## src/rtl/if_stage.sv

```systemverilog
// rtl/if_stage.sv - MIPS32 instruction-fetch stage with IF/ID pipeline register
// Optional perf counters (fetch/stall/flush) are built when IF_PERF_CNT_EN is defined.
module if_stage #(
  parameter logic [31:0] RESET_PC  = 32'h0000_0000,
  parameter logic [31:0] NOP_INSTR = 32'h0000_0000
) (
  input  logic        clk,
  input  logic        rst_n,
  input  logic        PC_write_enable,
  input  logic        IF_ID_write_enable,
  input  logic        branch_taken_EX,
  input  logic [31:0] branch_target_EX,
  input  logic        jump_ID,
  input  logic [31:0] jump_target_ID,
  output logic [31:0] imem_addr,
  input  logic [31:0] imem_rdata,
  output logic [31:0] instr_ID,
  output logic [31:0] pc_plus4_ID,
  output logic        valid_ID
`ifdef IF_PERF_CNT_EN
  ,
  output logic [31:0] fetch_cnt,
  output logic [31:0] stall_cnt,
  output logic [31:0] flush_cnt
`endif
);

  logic [31:0] pc;
  logic [31:0] pc_plus4;
  logic [31:0] next_pc;
  logic        jump_redirect;
  logic        flush;

  assign pc_plus4      = pc + 32'd4;
  assign imem_addr     = pc;
  // A taken branch in EX means the jump now in ID is on the wrong path.
  assign jump_redirect = jump_ID & PC_write_enable & ~branch_taken_EX;
  assign flush         = branch_taken_EX | jump_redirect;

  always_comb begin
    next_pc = pc;
    if (branch_taken_EX)
      next_pc = branch_target_EX & ~32'h3;
    else if (jump_redirect)
      next_pc = jump_target_ID & ~32'h3;
    else if (PC_write_enable && !jump_ID)
      next_pc = pc_plus4;
  end

  always_ff @(posedge clk or negedge rst_n) begin
    if (!rst_n)
      pc <= RESET_PC;
    else
      pc <= next_pc;
  end

  always_ff @(posedge clk or negedge rst_n) begin
    if (!rst_n) begin
      instr_ID    <= NOP_INSTR;
      pc_plus4_ID <= 32'h0;
      valid_ID    <= 1'b0;
    end else if (flush) begin
      instr_ID    <= NOP_INSTR;
      pc_plus4_ID <= 32'h0;
      valid_ID    <= 1'b0;
    end else if (IF_ID_write_enable) begin
      instr_ID    <= imem_rdata;
      pc_plus4_ID <= pc_plus4;
      valid_ID    <= 1'b1;
    end
  end

`ifdef IF_PERF_CNT_EN
  // Saturating counters; they stick at all-ones rather than wrapping.
  always_ff @(posedge clk or negedge rst_n) begin
    if (!rst_n) begin
      fetch_cnt <= 32'h0;
      stall_cnt <= 32'h0;
      flush_cnt <= 32'h0;
    end else begin
      if (!flush && IF_ID_write_enable && fetch_cnt != 32'hFFFF_FFFF)
        fetch_cnt <= fetch_cnt + 32'd1;
      if (!flush && !IF_ID_write_enable && stall_cnt != 32'hFFFF_FFFF)
        stall_cnt <= stall_cnt + 32'd1;
      if (flush && flush_cnt != 32'hFFFF_FFFF)
        flush_cnt <= flush_cnt + 32'd1;
    end
  end
`endif

endmodule

```

## config.mk

```make
export PLATFORM = sky130hd
export DESIGN_NAME = if_stage
export DESIGN_NICKNAME = d
export VERILOG_FILES = /design/src/rtl/if_stage.sv
export SDC_FILE = /design/constraint.sdc
export NUM_CORES = 1
export LEC_CHECK = 0
export CAP_MARGIN = 20
export CELL_PAD_IN_SITES_DETAIL_PLACEMENT = 1
export CELL_PAD_IN_SITES_GLOBAL_PLACEMENT = 1
export CORE_MARGIN = 4
export CORE_UTILIZATION = 33
export DETAILED_ROUTE_END_ITERATION = 8
export GPL_ROUTABILITY_DRIVEN = 0
export GPL_TIMING_DRIVEN = 0
export PLACE_DENSITY_LB_ADDON = 0.1
export SLEW_MARGIN = 15
export SYNTH_ARGS = -nofsm -noshare
export SYNTH_HDL_FRONTEND = slang
export SYNTH_SLANG_ARGS = --single-unit
export TNS_END_PERCENT = 10
```

## constraint.sdc

```tcl
create_clock -name clk -period 3 [get_ports clk]
set_clock_uncertainty 0.2 [all_clocks]
set_input_delay 0.6 -clock clk [delete_from_list [all_inputs] [get_ports clk]]
set_output_delay 0.6 -clock clk [all_outputs]
set_load 0.01 [all_outputs]
```

==> flow_summary.toml, run 1 <==
[outcome]
status = "finished, final reports clean"

[timing]
finalCriticalPeriod_ns = 2.63
setup_viol = 0
worst_slew_pin_slew_ns = 0.901
fin_crit_sh_pct = 87.8
grt_setup_unrepaired = "no"
relSlewSlack_pct = 39.7
hold_violations = 0
timing.fmax_ghz = 0.380
finalMaxSlewViolations = 0
fin_ws_ns = 0.367

[synth]
yosys.cell_types.count = 63
postSynthAreaPerCell_um2 = 9.62
async_reset_ff_share_pct = 100
synth_most_common_cell = "dfrtp_1"
synth_top_cell_by_area = "dfrtp_1"
synth_edf_count = 0
synth_seq_cells = 93
syn_inst = 541
ys.warnings.count = 0
ys_seq_area_share_pct = 44.7
synthTopCellsByCount = "dfrtp_1 (93), nor2_1 (53), nand2_1 (49)"
synth_top_area_share_pct = 44.7
syn-cell-area_mm2 = 0.00520
synthTopCellsByArea = "dfrtp_1 (45%), mux2i_1 (7.9%), o21ai_0 (4.0%)"
synth_ff_type = "dfrtp_1"

[worst_setup_path]
cp_max_fo = 10
worstPathCellList = "clkdlybuf4s50_1 -> nand2_1 -> or2b_4 -> clkbuf_1 -> buf_1 -> nor2_1"
worstPathRequired_ns = 3.02
crit_arrival_ns = 2.66
cpMaxStageDelayCell = "clkbuf_1"
endpoint_kind = "flop"
critPathMaxStageDelay_ns = 0.59
path_class = "in2reg"
start_kind = "input pin"

[clocking]
cts_buffer_depth = 2
insertion_delay_ns = 0.35
htreeDepth = 3
cts-root-buf = "clkbuf_16"
cts_buffers = 9
cts_tree = "yes"
clkSlewWorstSetupHoldPaths_ns = 0.07
tritoncts_num_sinks = 93
post_cts_buffers = 0

[place]
place_ws_ns = -0.0433
hpwlAfterDp_um = 14900
io_buffer_count = 187

[detailed_routing]
dr_total_vias = 4935
drt_iter0_drc = 309
vias_per_cell = 5.14
wire_per_inst_um = 20.0
dr_wl_met3_um = 1050
drt-total-wl_um = 19200
drtPass1Iterations = 5
drt_drc_violations_left = 0
met2_length_um = 9330
postRouteAntennaNets = 0
wl_met1_um = 8620
highest_layer = "met4"

[power]
ir_worst_vdd_mv = 0.256
pwr_density_cell_mw_per_mm2 = 470
p_leak_nw = 3.25
power_w = 0.00361

[floorplanning]
die_w_um = 134
std_cell_rows = 45
boundaryPins = 199
design.core.area_mm2 = 0.0153
die_area_mm2 = 0.0178
start_util_pct = 34.0
die_h_um = 134

[flow_run]
drv_cap = 0

[global_route]
grt_pass1_wl_um = 30500
antenna_found_initial = 0
grt_max_degree = 48
track_usage_pct = 21.7
first_global_vias = 5376
grt_remaining_overflow = 0

[finish]
diodes = 0
drive_gt1_share_pct = 8.68
syn_to_final_growth_pct = 47.8
layout.nets = 847

[worst_hold_path]
hold_path.class = "reg2reg"
==> metrics by stage <==
step	TNS, ns	utilization (%)	instance area, µm²	hold slack, ns	std cells
2_1_floorplan	0	-	5220	0.104	544
4_1_cts	0	50.2	7690	0.322	960
3_3_place_gp	-232.22	48.0	7350	0.279	942
3_5_place_dp	-0.425	48.2	7380	0.305	943
5_1_grt	0	50.2	7690	0.347	960
6_report	0	50.2	7690	0.316	960
==> path summary, 6_finish.rpt <==
path / from / slack (ns) / cells after the start / endpoint
setup / recovery: jump_ID / 0.37 / 6 / pc_plus4_ID[3]$_DFFE_PN0P_
hold / removal: valid_ID$_DFFE_PN0P_ / 0.32 / 2 / valid_ID$_DFFE_PN0P_
setup reg to reg: imem_addr[4]$_DFFE_PN0P_ / 0.58 / 6 / imem_addr[27]$_DFFE_PN0P_
hold reg to reg: valid_ID$_DFFE_PN0P_ / 0.32 / 2 / valid_ID$_DFFE_PN0P_
max in group asynchronous: rst_n / 1.44 / 3 / pc_plus4_ID[6]$_DFFE_PN0P_
min in group asynchronous: rst_n / 0.55 / 2 / pc_plus4_ID[25]$_DFFE_PN0P_
==> state kept, by name (all words and copies together), names as in the netlist <==
| name | cells |
|---|---|
| instr_ID | 32 |
| imem_addr | 30 |
| pc_plus4_ID | 30 |
| valid_ID | 1 |
==> report_power, final <==
group / switching [W] / internal [W] / leakage, nW
Sequential: 0.000128 / 0.00136 / 1.20
Combinational: 0.000447 / 0.000493 / 1.91
Clock: 0.000533 / 0.000653 / 0.139
==> final cells by class <==
cell class / count / area [µm²]
buffer: 45 / 229
clock buffer: 10 / 229
fill: 1754 / 7620
tap: 211 / 264
multi-input combinational: 392 / 2610
timing repair buffer: 189 / 1910
clock inverter: 6 / 71.3
sequential: 93 / 2330
inverter: 14 / 52.6
==> placed cells by master (no fill, tap or decap), types with 3 or more instances in the layout <==
cell	Yosys	final
a211oi_1	5	5
a21oi_1	40	40
a222oi_1	5	5
a22o_1	4	4
a22oi_1	4	4
a2bb2oi_1	4	4
and3_1	6	6
and3b_1	4	4
buf_1	6	6
buf_2	5	5
buf_4	6	6
buf_6	4	5
clkbuf_1	23	24
clkbuf_16	0	9
clkdlybuf4s50_1	0	186
conb_1	1	4
dfrtp_1	93	93
inv_1	14	14
mux2_2	9	9
mux2i_1	41	41
nand2_1	49	49
nand3_1	16	16
nand3_4	3	3
nand4_1	8	8
nor2_1	53	53
nor2b_1	3	3
nor3_1	12	12
nor4_4	3	3
o21ai_0	42	42
o22ai_1	3	3
o31ai_1	4	4
xnor2_1	21	21
xor2_1	7	7
==> routing by layer <==
layer / vias up / GRT usage, %
met3: 15 / 4.15
met2: 146 / 36.3
met5: - / 0
met4: 0 / 5.20
li1: 2318 / -
met1: 2456 / 29.1
==> repair_timing <==
item                      4_1_cts  5_1_grt
hold buffers                    1        0
gates resized for setup         0        0
hold endpoints to repair       10        0
==> logic make-up (layout without fill, tap and decap cells) <==
| group | count (synthesis) | count (layout) | synth area share, % |
|---|---|---|---|
| AO/OA/AOI/OAI | 128 | 128 | 15.2 |
| XOR/XNOR | 28 | 28 | 4.71 |
| adder cells (fa/ha/maj) | 1 | 1 | 0.240 |
| buffers and inverters | 59 | 264 | 5.41 |
| flip-flops | 93 | 93 | 44.7 |
| multiplexers | 50 | 50 | 9.83 |
| other | 1 | 4 | 0.0720 |
| AND/OR/NAND/NOR | 181 | 181 | 19.8 |
==> worst max-delay path, delay by kind of cell <==
kind / cells / cell delay (ns)
buf+inv: 3 / 1.50
simple gates: 3 / 0.53
(Power assumes the default switching activity.)
==> inputs of run 2 (changes only) <==
SLEW_MARGIN = 20   (was 15)
TNS_END_PERCENT = not set   (was 10)
==> results of run 2 <==
Final layout, timing and power as in run 1 (identical DEF).
==> inputs of run 3 (changes only) <==
GPL_TIMING_DRIVEN = not set   (was 0)
==> run 3 against run 2 <==
Net effect:
- hold slack got worse by 0.27 ns
- via count decreased by 2.6%
- die area unchanged
- sequential share of layout area increased by 0.43 points
- critical path depth unchanged
- core utilization decreased by 0.70 points
==> flow_summary.toml, run 3 (synthesis results as in run 1) <==
[finish]
multi_input_area_mm2 = 0.00261
regMostFlops = "instr_ID"
final.fill_count = 1731
final_cell_mix = "clkdlybuf4s50_1 (187), dfrtp_1 (93), nor2_1 (53), nand2_1 (49), o21ai_0 (42)"
seqCellArea_mm2 = 0.00233
largest_register_ffs = 32
final_cells = 929
syn_to_final_growth_pct = 45.7
drive_gt1_share_pct = 8.91
diodes = 0
layout.nets = 816
layout_commonest_cell = "clkdlybuf4s50_1"

[detailed_routing]
drt_iter0_drc = 273
drt_drc_violations_left = 0
wire_per_inst_um = 19.5
drtPass1Iterations = 4
drt-total-wl_um = 18100
vias_per_cell = 5.17
dr_total_vias = 4806
postRouteAntennaNets = 0

[clocking]
cts_buffers = 9
insertion_delay_ns = 0.35
post_cts_resize_count = 0
cts_hold_buf = 0
htreeDepth = 3
cts_buffer_depth = 2
post_cts_buffers = 0
cts-root-buf = "clkbuf_16"
cts_tree = "yes"
clkSlewWorstSetupHoldPaths_ns = 0.07
tritoncts_num_sinks = 93

[global_route]
grt_remaining_overflow = 0
grt_max_degree = 92
first_global_vias = 5174
antenna_found_initial = 0
grt_pass1_wl_um = 28700
track_usage_pct = 20.3

[timing]
hold_violations = 0
fin_crit_sh_pct = 79.4
setup_viol = 0
whs_ns = 0.0472
fin_setup_tns_ns = 0
grt_setup_unrepaired = "no"
timing.fmax_ghz = 0.420
finalMaxSlewViolations = 0
finalCriticalPeriod_ns = 2.38
relSlewSlack_pct = 59.1
worst_slew_pin_slew_ns = 0.614

[floorplanning]
die_h_um = 134
std_cell_rows = 45
boundaryPins = 199
die_area_mm2 = 0.0178
die_w_um = 134
design.core.area_mm2 = 0.0153
start_util_pct = 34.0

[power]
ir_worst_vdd_mv = 0.259
p_int_w = 0.00249
power_w = 0.00360
p_leak_nw = 3.22
comb_power_share_pct = 24.2
switching_power_w = 0.00111
clkPwrFrac_pct = 33.6
pwr_density_cell_mw_per_mm2 = 475
power.share.sequential_pct = 42.2
switching_share_pct = 30.8

[place]
place_inst = 913
io_buffer_count = 190
hpwlAfterDp_um = 13300

[outcome]
status = "finished, final reports clean"

[worst_setup_path]
r2r_start = "imem_addr[2]$_DFFE_PN0P_"
path_class = "reg2reg"
worstPathRequired_ns = 3.09
crit_arrival_ns = 2.47
critPathLaunch = "imem_addr[2]$_DFFE_PN0P_"
start_kind = "flop"
cp_max_fo = 8
endpoint_kind = "flop"

[flow_run]
drv_cap = 0

[worst_hold_path]
hold_path.class = "in2async"
[run 3: power groups by stage]
stage / sequential [W] / combinational [W] / clock (W)
after global routing: 0.00154 / 0.000946 / 0.00129
after floorplan: 0.00153 / 0.000390 / 0
final: 0.00152 / 0.000871 / 0.00121
after global placement: 0.00153 / 0.000859 / 0
after detailed placement: 0.00154 / 0.000881 / 0
after CTS: 0.00152 / 0.000886 / 0.00126
[run 3: worst paths after layout]
check                                                    to  slack, ns  depth (start not counted)
worst max register to register    imem_addr[18]$_DFFE_PN0P_       0.62                          6
worst min-delay path            pc_plus4_ID[24]$_DFFE_PN0P_       0.05                          1
worst max-delay path              imem_addr[18]$_DFFE_PN0P_       0.62                          6
worst min register to register         valid_ID$_DFFE_PN0P_       0.32                          2
max in group asynchronous          imem_addr[8]$_DFFE_PN0P_       1.85                          2
min in group clk                       valid_ID$_DFFE_PN0P_       0.32                          2
[run 3: cell type report]
type / count / area share [%]
clock buffer: 9 / 2.97
clock inverter: 7 / 1.06
inverter: 14 / 0.693
multi-input combinational: 392 / 34.4
sequential: 93 / 30.7
tap: 211 / 3.48
timing repair buffer: 203 / 26.7
[run 3: metrics by stage]
stage	setup slack, ns	instance area (µm²)	util [%]
4_1_cts	0.592	7580	49.5
5_1_grt	0.454	7580	49.5
3_5_place_dp	0.354	7280	47.5
2_1_floorplan	0.840	5220	-
3_3_place_gp	0.419	7280	47.5
6_report	0.617	7580	49.5
[run 3: worst max-delay path: stages, from the launching register on]
cell and delay, ns:
dfrtp_1 0.47, ha_1 0.33, nand3_4 0.14, nor3_4 0.43, nand2_1 0.18, or4_1 0.49, nand3_1 0.08
[run 3: per-layer routing]
metal	track usage, %	up-vias	routed length, µm
li1	-	2254	-
met1	26.9	2395	7930
met2	33.5	141	8860
met3	4.12	16	1030
met4	6.11	0	266
met5	0	-	0
